[config.mk]
export PLATFORM = sky130hd
export DESIGN_NAME = por_sequencer
export DESIGN_NICKNAME = d
export VERILOG_FILES = /design/src/rtl/por_sequencer.sv
export SDC_FILE = /design/constraint.sdc
export NUM_CORES = 1
export LEC_CHECK = 0
export ABC_CLOCK_PERIOD_IN_PS = 3550
export CAP_MARGIN = 20
export CORE_MARGIN = 2
export CORE_UTILIZATION = 50
export DETAILED_ROUTE_END_ITERATION = 10
export PLACE_DENSITY = 0.74
export SLEW_MARGIN = 5
export SYNTH_ARGS = -nofsm -noshare
export SYNTH_HDL_FRONTEND = slang
export SYNTH_SLANG_ARGS = --single-unit
[constraint.sdc]
create_clock -name wb_clk_i -period 3.55 [get_ports wb_clk_i]
set_clock_uncertainty 0.05 [all_clocks]
set_input_delay 0.71 -clock wb_clk_i [delete_from_list [all_inputs] [get_ports wb_clk_i]]
set_output_delay 0.71 -clock wb_clk_i [all_outputs]
set_load 0.01 [all_outputs]
[src/rtl/por_sequencer.sv]
// rtl/por_sequencer.sv - power-on-reset sequencer with debounce, staged release and brown-out recovery
// Each power-good is synchronised and debounced; resets are released in index order after a hold delay.
module por_sequencer #(
  parameter int NCH      = 2,
  parameter int DEBOUNCE = 16,
  parameter int HOLD     = 64,
  parameter int CNT_W    = 16
) (
  input  logic           wb_clk_i,
  input  logic           wb_rst_i,
  input  logic [NCH-1:0] pgood_i,
  input  logic           enable_i,
  input  logic           clr_fault_i,
  output logic [NCH-1:0] rst_n_o,
  output logic [NCH-1:0] stable_o,
  output logic [3:0]     stage_o,
  output logic           done_o,
  output logic           fault_o,
  output logic [2:0]     fault_ch_o
);

  localparam logic [1:0] ST_IDLE  = 2'd0;
  localparam logic [1:0] ST_WAIT  = 2'd1;
  localparam logic [1:0] ST_DELAY = 2'd2;
  localparam logic [1:0] ST_RUN   = 2'd3;

  localparam logic [CNT_W-1:0] DEB_MAX   = CNT_W'(DEBOUNCE);
  localparam logic [CNT_W-1:0] HOLD_LAST = CNT_W'(HOLD - 1);
  localparam logic [3:0]       LAST_S    = 4'(NCH);

  logic [NCH-1:0]   sync1_q, sync1_d, sync2_q, sync2_d;
  logic [NCH-1:0]   stable_q, stable_d;
  logic [CNT_W-1:0] deb_q [NCH];
  logic [CNT_W-1:0] deb_d [NCH];
  logic [1:0]       state_q, state_d;
  logic [3:0]       s_q, s_d;
  logic [CNT_W-1:0] hold_q, hold_d;
  logic             fault_q, fault_d;
  logic [2:0]       ch_q, ch_d;

  logic             bo_hit;
  logic [2:0]       bo_idx;
  logic             stable_cur;

  // Debounce counter saturates at DEBOUNCE; stable is a registered view of saturation.
  always_comb begin
    sync1_d = pgood_i;
    sync2_d = sync1_q;
    for (int k = 0; k < NCH; k++) begin
      deb_d[k]    = '0;
      stable_d[k] = (deb_q[k] == DEB_MAX);
      if (sync2_q[k]) begin
        deb_d[k] = (deb_q[k] == DEB_MAX) ? deb_q[k] : deb_q[k] + CNT_W'(1);
      end
    end
  end

  // Descending scan so the lowest released domain that lost power wins.
  always_comb begin
    bo_hit     = 1'b0;
    bo_idx     = '0;
    stable_cur = 1'b0;
    for (int k = NCH - 1; k >= 0; k--) begin
      if ((4'(k) < s_q) && !stable_q[k]) begin
        bo_hit = 1'b1;
        bo_idx = 3'(k);
      end
      if (4'(k) == s_q) begin
        stable_cur = stable_q[k];
      end
    end
  end

  always_comb begin
    state_d = state_q;
    s_d     = s_q;
    hold_d  = hold_q;
    fault_d = fault_q;
    ch_d    = ch_q;
    if (clr_fault_i) begin
      fault_d = 1'b0;
      ch_d    = '0;
    end
    if (!enable_i) begin
      state_d = ST_IDLE;
      s_d     = '0;
    end else if (state_q == ST_IDLE) begin
      state_d = ST_WAIT;
    end else if (bo_hit) begin
      state_d = ST_WAIT;
      s_d     = {1'b0, bo_idx};
      fault_d = 1'b1;
      ch_d    = bo_idx;
    end else begin
      case (state_q)
        ST_WAIT: begin
          if (stable_cur) begin
            hold_d  = '0;
            state_d = ST_DELAY;
          end
        end
        ST_DELAY: begin
          if (!stable_cur) begin
            state_d = ST_WAIT;
          end else if (hold_q == HOLD_LAST) begin
            s_d     = s_q + 4'd1;
            state_d = (s_q + 4'd1 == LAST_S) ? ST_RUN : ST_WAIT;
          end else begin
            hold_d = hold_q + CNT_W'(1);
          end
        end
        default: begin
        end
      endcase
    end
  end

  always_ff @(posedge wb_clk_i) begin
    if (wb_rst_i) begin
      sync1_q  <= '0;
      sync2_q  <= '0;
      stable_q <= '0;
      for (int k = 0; k < NCH; k++) begin
        deb_q[k] <= '0;
      end
      state_q  <= ST_IDLE;
      s_q      <= '0;
      hold_q   <= '0;
      fault_q  <= 1'b0;
      ch_q     <= '0;
    end else begin
      sync1_q  <= sync1_d;
      sync2_q  <= sync2_d;
      stable_q <= stable_d;
      for (int k = 0; k < NCH; k++) begin
        deb_q[k] <= deb_d[k];
      end
      state_q  <= state_d;
      s_q      <= s_d;
      hold_q   <= hold_d;
      fault_q  <= fault_d;
      ch_q     <= ch_d;
    end
  end

  always_comb begin
    rst_n_o = '0;
    for (int k = 0; k < NCH; k++) begin
      rst_n_o[k] = (4'(k) < s_q);
    end
  end

  assign stable_o   = stable_q;
  assign stage_o    = s_q;
  assign done_o     = (s_q == LAST_S);
  assign fault_o    = fault_q;
  assign fault_ch_o = ch_q;

endmodule
==> metrics list, run 1 <==
* Result of the run: finished clean
* Clock tree sinks: between 60 and 70
* Sort of element at the start of the critical path: flip-flop
- 19 I/O pins were placed.
* Yosys top cell area share: approximately two fifths
- The final critical path takes up between 80% and 90% of the cycle.
- Combined buffer and inverter count along the critical path: 1
- Share of layout cells above drive strength 1: approximately 7%
- Global routing finished with a remaining overflow of 0.
- Biggest cell delay along the critical path: between 500 and 600 ps
* Category of the worst setup path capture point: flip-flop
- Once placement completed, the tool counted placed cells totaling 470.
- The cell family contributing the most delay on the critical path is compound AO/OA/AOI/OAI gates.
- Final weighted congestion of routability-driven global placement: between 0.9 and 1
* Number of instances resized during post-cts repair: 0
- Post-route insts no fill: approximately 490
- The initial antenna violation count came to 0.
* Largest cells by area after synthesis: dfxtp_1 40%, ha_1 5.1%, nor2_1 5.0%
* GR Util All Layers: between 10% and 20%
* Post-CTS clock slew at the launch and capture registers of the worst setup and hold paths: approximately 70 ps
- The total area inside the core boundary comes to between 6000 and 7000 um2.
- First-pass GRT wire length: ~11 mm
* Via total after detailed routing: around 2.8k
* Power Dens Cells: ~380 nW/um2
- LEAKAGE: 1.16 nW
- Clock insertion delay at the later pin of the skew report: 330 ps
- Count of antenna diodes in the layout: 0
* Horiz. Die Dim: approximately 84 um
* Cells on worst reg2reg path: 7
- The root buffer cell chosen for the clock tree is clkbuf_8.
- The initial utilization of the core area, before any placement, comes to between 50% and 60%.
- Timing analysis after detailed placement gives a worst setup slack of 608 ps.
* Launch instance of the worst register-to-register path: stage_o[0]$_SDFFE_PP0P_
* Least setup slack across all paths after layout: about 650 ps
* Cell occurring most often along the worst timing path: a21oi_1
- Number of violations of the max-capacitance limit: 0
* Kind of critical path: reg -> reg
- Clock period minus final worst setup slack: 2900 ps
- In this run the cell area of the synthesized design comes to approximately 3200 um2.
- Entering global routing, the biggest net connects 20 pins.
* Cell with the biggest individual delay on the critical path: or4_1
- The die is roughly 84 um tall.
- Most numerous cell in the Yosys netlist: dfxtp_1
* Buffers inserted during post-CTS setup optimization: 0
* Main flop type after synthesis: dfxtp_1
- Slew at the pin closest to its max-slew limit: between 800 and 900 ps
- Final Hold Viols: 0
- At the worst endpoint, the arrival time is around 3100 ps.
* Drt first-iter violations: 150
- HP Class: reg -> reg
- Counting distinct cell types in the post-synthesis netlist gives 50.
* Highest fanout seen on the critical path: 13
- Via count of the first global-routing pass: around 2.5k
- RSZ-0062 raised after global routing: no
- Average wire per standard cell: 13.4 um
- The largest total area in the synthesized netlist belongs to dfxtp_1.
- Clock buffers created by TritonCTS: 9
* Post-detail-place hpwl: between 4 and 5 mm
* Sum Neg Setup Slack: 0 ps
- Across all register-to-register paths, the minimum setup slack is around 650 ps.
- Routed Antenna Nets: 0
- CTS Hold Bufs: 0
- Counting every instance in the synthesized netlist gives around 380.
- The critical path goes through inv_1, ha_1, nand4bb_4, a21oi_2, a21oi_1, or4_1, a21oi_1.
* IR Drop Worst-Case VDD: 0.000254 V
- The commonest cells after synthesis are 64 x dfxtp_1, 43 x nor2_1, 34 x nand2_1.
- Maximum clock frequency: roughly 0.34 GHz
- Each instance of the synthesized netlist takes up on average ~8.4 um2.
- For this run, the number of Yosys warnings is 0.
- The floorplan has 29 rows.
* Proportion of synthesized chip area in sequential cells: between 30% and 40%
- DRC violations left: 0
* Ratio of routed vias to standard cells: 5.71
- Number of gates on the worst path with buffers counted: 7
- Final max-slew violation count: 0
- Synthesized net count: around 400
- Number of H-tree branching levels: 3
- Area of the die: 7100 um2
* Number of enable-type register cells in the synthesized netlist: 0
* First element of the critical path: stage_o[0]$_SDFFE_PP0P_
* Headroom to the max-slew limit: between 40% and 50%
* Number of nets in the layout: roughly 420
- The area growth from synthesis to layout is 14.3%.
- The first TritonRoute pass finished after 4 iterations.
- Setup violations remaining at the end of the flow were counted as 0.
- During placement, the flow inserted port buffers numbering 18.
* Worst reg2reg endpoint: hold_q[8]$_SDFFE_PP0P_
* Clock Tree Buf Depth: 2
- TritonCTS built the clock tree.
* Post-detailed-routing wire length: ~6.5 mm
- After synthesis the netlist holds a flip-flop and latch count of 64.
- Worst setup endpoint: hold_q[8]$_SDFFE_PP0P_
- At the worst endpoint, the required time is around 3800 ps.
* Share of synthesized flip-flops with an asynchronous set or reset: 0%
[worst min path at each step]
stage | startpoint | to | slack, ps | depth (start not counted)
2_1_floorplan | sync1_q[0]$_SDFF_PP0_ | sync2_q[0]$_SDFF_PP0_ | 360 | 1
3_3_place_gp | sync1_q[1]$_SDFF_PP0_ | sync2_q[1]$_SDFF_PP0_ | 370 | 1
3_5_place_dp | sync1_q[1]$_SDFF_PP0_ | sync2_q[1]$_SDFF_PP0_ | 380 | 1
4_1_cts | sync1_q[1]$_SDFF_PP0_ | sync2_q[1]$_SDFF_PP0_ | 390 | 1
5_1_grt | sync1_q[0]$_SDFF_PP0_ | sync2_q[0]$_SDFF_PP0_ | 410 | 1
6_report | sync1_q[1]$_SDFF_PP0_ | sync2_q[1]$_SDFF_PP0_ | 390 | 1
[cells by family after synthesis]
group / count (synthesis) / share of synthesized area, %
AOI/OAI and AO/OA: 65 / 13.1
xor gates and xnor gates: 25 / 6.80
adders and majority gates: 13 / 5.05
buffers and inverters: 25 / 2.99
DFF: 64 / 39.8
muxes: 3 / 1.01
and+or+nand+nor: 187 / 31.2
[layout make-up]
| class | instances | area [um2] |
|---|---|---|
| repair buffers | 20 | 195 |
| well taps | 77 | 96.3 |
| clock inverters | 4 | 51.3 |
| inverters | 16 | 60.1 |
| fillers | 548 | 2600 |
| multi-input cells | 293 | 1840 |
| flip-flops and latches | 64 | 1280 |
| clock buffers | 12 | 155 |
[power breakdown]
part / internal (mW) / leakage [nW] / switching, mW
Clock: 0.364 / 0.103 / 0.282
Combinational: 0.0169 / 0.542 / 0.0260
Sequential: 0.721 / 0.516 / 0.00295
[registers in the layout, indices dropped and copies added (netlist names)]
signal      count
stage_o         4
sync1_q         2
deb_q          32
state_q         2
hold_q         16
fault_o         1
sync2_q         2
stable_o        2
fault_ch_o      3
[routing by layer]
metal	global-route usage (%)	up-vias	wire length [um]
met5	0	-	0
met4	5.72	0	41
met3	6.19	6	278
met2	31.6	57	3120
met1	25.6	1290	3060
li1	-	1424	-
[cell usage in the layout (no fill, tap or decap), drive strengths merged, types with 11 or more instances in the layout]
cell type and n:
clkbuf 12, nor3 13, dfxtp 64, nand3 20
xor2 11, inv 16, nand2 36, nor2 43
xnor2 14, nand4 16, ha 13, o21ai 12
a21oi 23, clkdlybuf4s50 18
[metrics by stage]
step,power (mW),area (um2),hold slack (ps),utilization (%)
detailed placement,0.783,3470,377,55.4
CTS,1.43,3680,393,58.6
global placement,0.782,3470,372,55.4
finish,1.41,3680,388,58.6
global route,1.47,3680,413,58.6
floorplan,0.769,3220,364,-
(Power assumes the default switching activity.)
==> run 2: changes to the inputs <==
Settings changed: ABC_CLOCK_PERIOD_IN_PS 3550 to 2400, PLACE_DENSITY 0.74 to 0.76.
Clock period 3.55 ns to 2.4 ns, I/O delays scaled along.
==> metrics list, run 2 (same netlist as run 1, synthesis figures left out) <==
- The global-route total usage across every layer is 20.9% (was 19.7%).
- The floorplan die area was 7100 um2 (unchanged).
- The most common library cell in the layout ignoring fill and taps is dfxtp_1 (unchanged).
- Final Hold Viols: 0 (unchanged)
- The power consumption is 2.27 mW (was 1.41 mW).
- The number of setup buffers added after CTS came to 0 (unchanged).
- Core region area: 6280 um2 (unchanged)
- The row count came to 29 (unchanged).
- The path type of the worst setup path is reg -> out (was reg -> reg).
- Filler Cells Inserted: 551 (was 548)
- Clock period minus final worst setup slack: 2270 ps
* Number of instances resized during post-cts repair: 0 (unchanged)
- The initial antenna violation count is 0 (unchanged).
- The leftover overflow at the end of global routing came to 0 (unchanged).
* Boundary Pins: 19 (unchanged)
- The largest stage delay on the critical path is 540 ps (was 580 ps).
* Via total after detailed routing: 2866 (was 2777)
- Maximum clock frequency: roughly 0.44 GHz
- The worst hold margin is 391 ps (was 388 ps).
* Clock buffers created by TritonCTS: 9 (unchanged)
* Share of the clock period used by the worst path after layout: a little over nine tenths
- The total setup violations reported at the end of the flow is 0 (unchanged).
- The final setup TNS is 0 ps (unchanged).
- Critical path data required time: 1870 ps (was 3750 ps)
- RSZ-0062 raised after global routing: no (unchanged).
- The kind of end point of the critical path is a primary output (was flip-flop).
- The TritonCTS clock tree is built (unchanged).
- The later-pin clock latency in the skew report is 350 ps (was 330 ps).
* Flip-flop count of the largest register after layout: 32 (unchanged)
- Least setup slack across all paths after layout: 127 ps (was 651 ps)
* Final cell utilization of the core: 61.3% (was 58.6%)
- The count of input and output buffers came to 18 (unchanged).
- HP Class: reg -> reg (unchanged)
- Setup slack at placement: 28.3 ps (was 608 ps)
- The number of hold buffers added after cts is 0 (unchanged).
- The global-route wire length before repair was 12.2 mm (was 11.4 mm).
* IR Drop Worst-Case VDD: 0.000413 V (was 0.000254 V)
- Highest-count cells in the layout ignoring fill and taps: 63 x dfxtp_1, 43 x nor2_1, 34 x nand2_1 (was 64 x dfxtp_1, 43 x nor2_1, 34 x nand2_1).
- Number of violations of the max-capacitance limit: 0 (unchanged)
- Headroom to the max-slew limit: 65.1% (was 44.4%)
- The launch point of the critical path was stage_o[2]$_SDFFE_PP0P_ (was stage_o[0]$_SDFFE_PP0P_).
- The leakage dissipation is 1.25 nW (was 1.16 nW).
- The depth of the CTS H-tree is 3 (unchanged).
- The pin count of the biggest net entering global routing came to 19 (was 20).
* Result of the run: finished clean (unchanged)
* Ratio of routed vias to standard cells: 5.73 (was 5.71)
* Launch instance of the worst register-to-register path: stage_o[1]$_SDFFE_PP0P_ (was stage_o[0]$_SDFFE_PP0P_)
- The die outline width came to 84.2 um (unchanged).
- The hold path startpoint is sync1_q[0]$_SDFF_PP0_ (was sync1_q[1]$_SDFF_PP0_).
- The fraction of final layout cells with drive strength greater than 1 came to 10.6% (was 7.09%).
- The cell at the root of the clock tree is clkbuf_8 (unchanged).
- The iteration-0 DRC count of the detailed router was 186 (was 150).
* Area growth, synth to finish: 19.4% (was 14.3%)
- The placer's final routability congestion estimate was 0.839 (was 0.908).
- Post-CTS clock slew at the launch and capture registers of the worst setup and hold paths: 80 ps (was 70 ps)
* Average wire per standard cell: 13.9 um (was 13.4 um)
- Count of antenna diodes in the layout: 0 (unchanged)
- Via count of the first global-routing pass: 2755 (was 2476)
- Highest fanout seen on the critical path: 6 (was 13)
- Routed Antenna Nets: 0 (unchanged)
- The number of nets in the final layout is 437 (was 423).
* DRC violations left: 0 (unchanged)
* Clock tree sinks: 64 (unchanged)
- Power Dens Cells: 590 nW/um2 (was 384 nW/um2)
- The critical path launch point type is a flip-flop (unchanged).
* Largest Register: deb_q (unchanged)
- The vertical extent of the die is 84.2 um (unchanged).
- The HPWL reported at the end of detailed placement was 4.92 mm (was 4.59 mm).
- The maximum clock path buffer count came to 2 (unchanged).
* Cell with the biggest individual delay on the critical path: clkdlybuf4s50_1 (was or4_1)
- Final max-slew violation count: 0 (unchanged)
- Starting utilization of the core area: 51.3% (unchanged)
- Slew at the pin closest to its max-slew limit: 522 ps (was 835 ps)
* Post-detailed-routing wire length: 6.95 mm (was 6.50 mm)
* Crit path arrival time: 1740 ps (was 3100 ps)
- CP Cell Sequence: nor2_1, and2_1, clkdlybuf4s50_1 (was inv_1, ha_1, nand4bb_4, a21oi_2, a21oi_1, or4_1, a21oi_1)
- Number of iterations in the first detailed-routing pass: 4 (unchanged)
[run 2: cell types whose count changed in the layout (fill, tap and decap cells not counted), sizes merged]
cell,previous run,this run
buf,2,16
clkinv,2,4
bufinv,1,3
clkbuf,12,9
inv,16,15
[run 2: metrics by stage]
| step | instances | instance area [um2] |
|---|---|---|
| final | 500 | 3840 |
| after global placement | 484 | 3590 |
| after detailed placement | 484 | 3590 |
| after floorplan | 382 | 3220 |
| after global routing | 500 | 3840 |
| after CTS | 500 | 3840 |
[run 2: path summary, 6_finish.rpt]
check        cells past startpoint  slack, ps                      to
min                              1        390   sync2_q[0]$_SDFF_PP0_
min reg2reg                      1        390   sync2_q[0]$_SDFF_PP0_
max reg2reg                      9        150  hold_q[3]$_SDFFE_PP0P_
max                              3        130                  done_o
[run 2: critical path, delay by kind of cell, from the launching register on]
kind | cells | cell delay, ps
buffers and inverters | 1 | 540
and+or+nand+nor | 2 | 480
DFF | 1 | 370
[run 2: power breakdown]
part           leakage (nW)  internal [mW]  switching (mW)
logic                 0.619         0.0292          0.0392
registers             0.517           1.07         0.00435
clock network         0.119          0.691           0.438
total                  1.25           1.79           0.482
[run 2: layout make-up]
class,instances,area (um2),share of cell area [%]
clock buffer,9,124,3.22
clock inverter,7,120,3.12
inverter,16,60.1,1.56
multi-input combinational,293,1850,48.1
sequential,64,1280,33.4
tap,77,96.3,2.51
timing repair buffer,34,313,8.14
[run 2: layer usage]
| metal | global-route usage (%) | vias up | wire length, um |
|---|---|---|---|
| li1 | - | 1447 | - |
| met1 | 26.8 | 1344 | 3260 |
| met2 | 33.7 | 65 | 3270 |
| met3 | 5.90 | 10 | 312 |
| met4 | 7.33 | 0 | 110 |
| met5 | 0 | - | 0 |
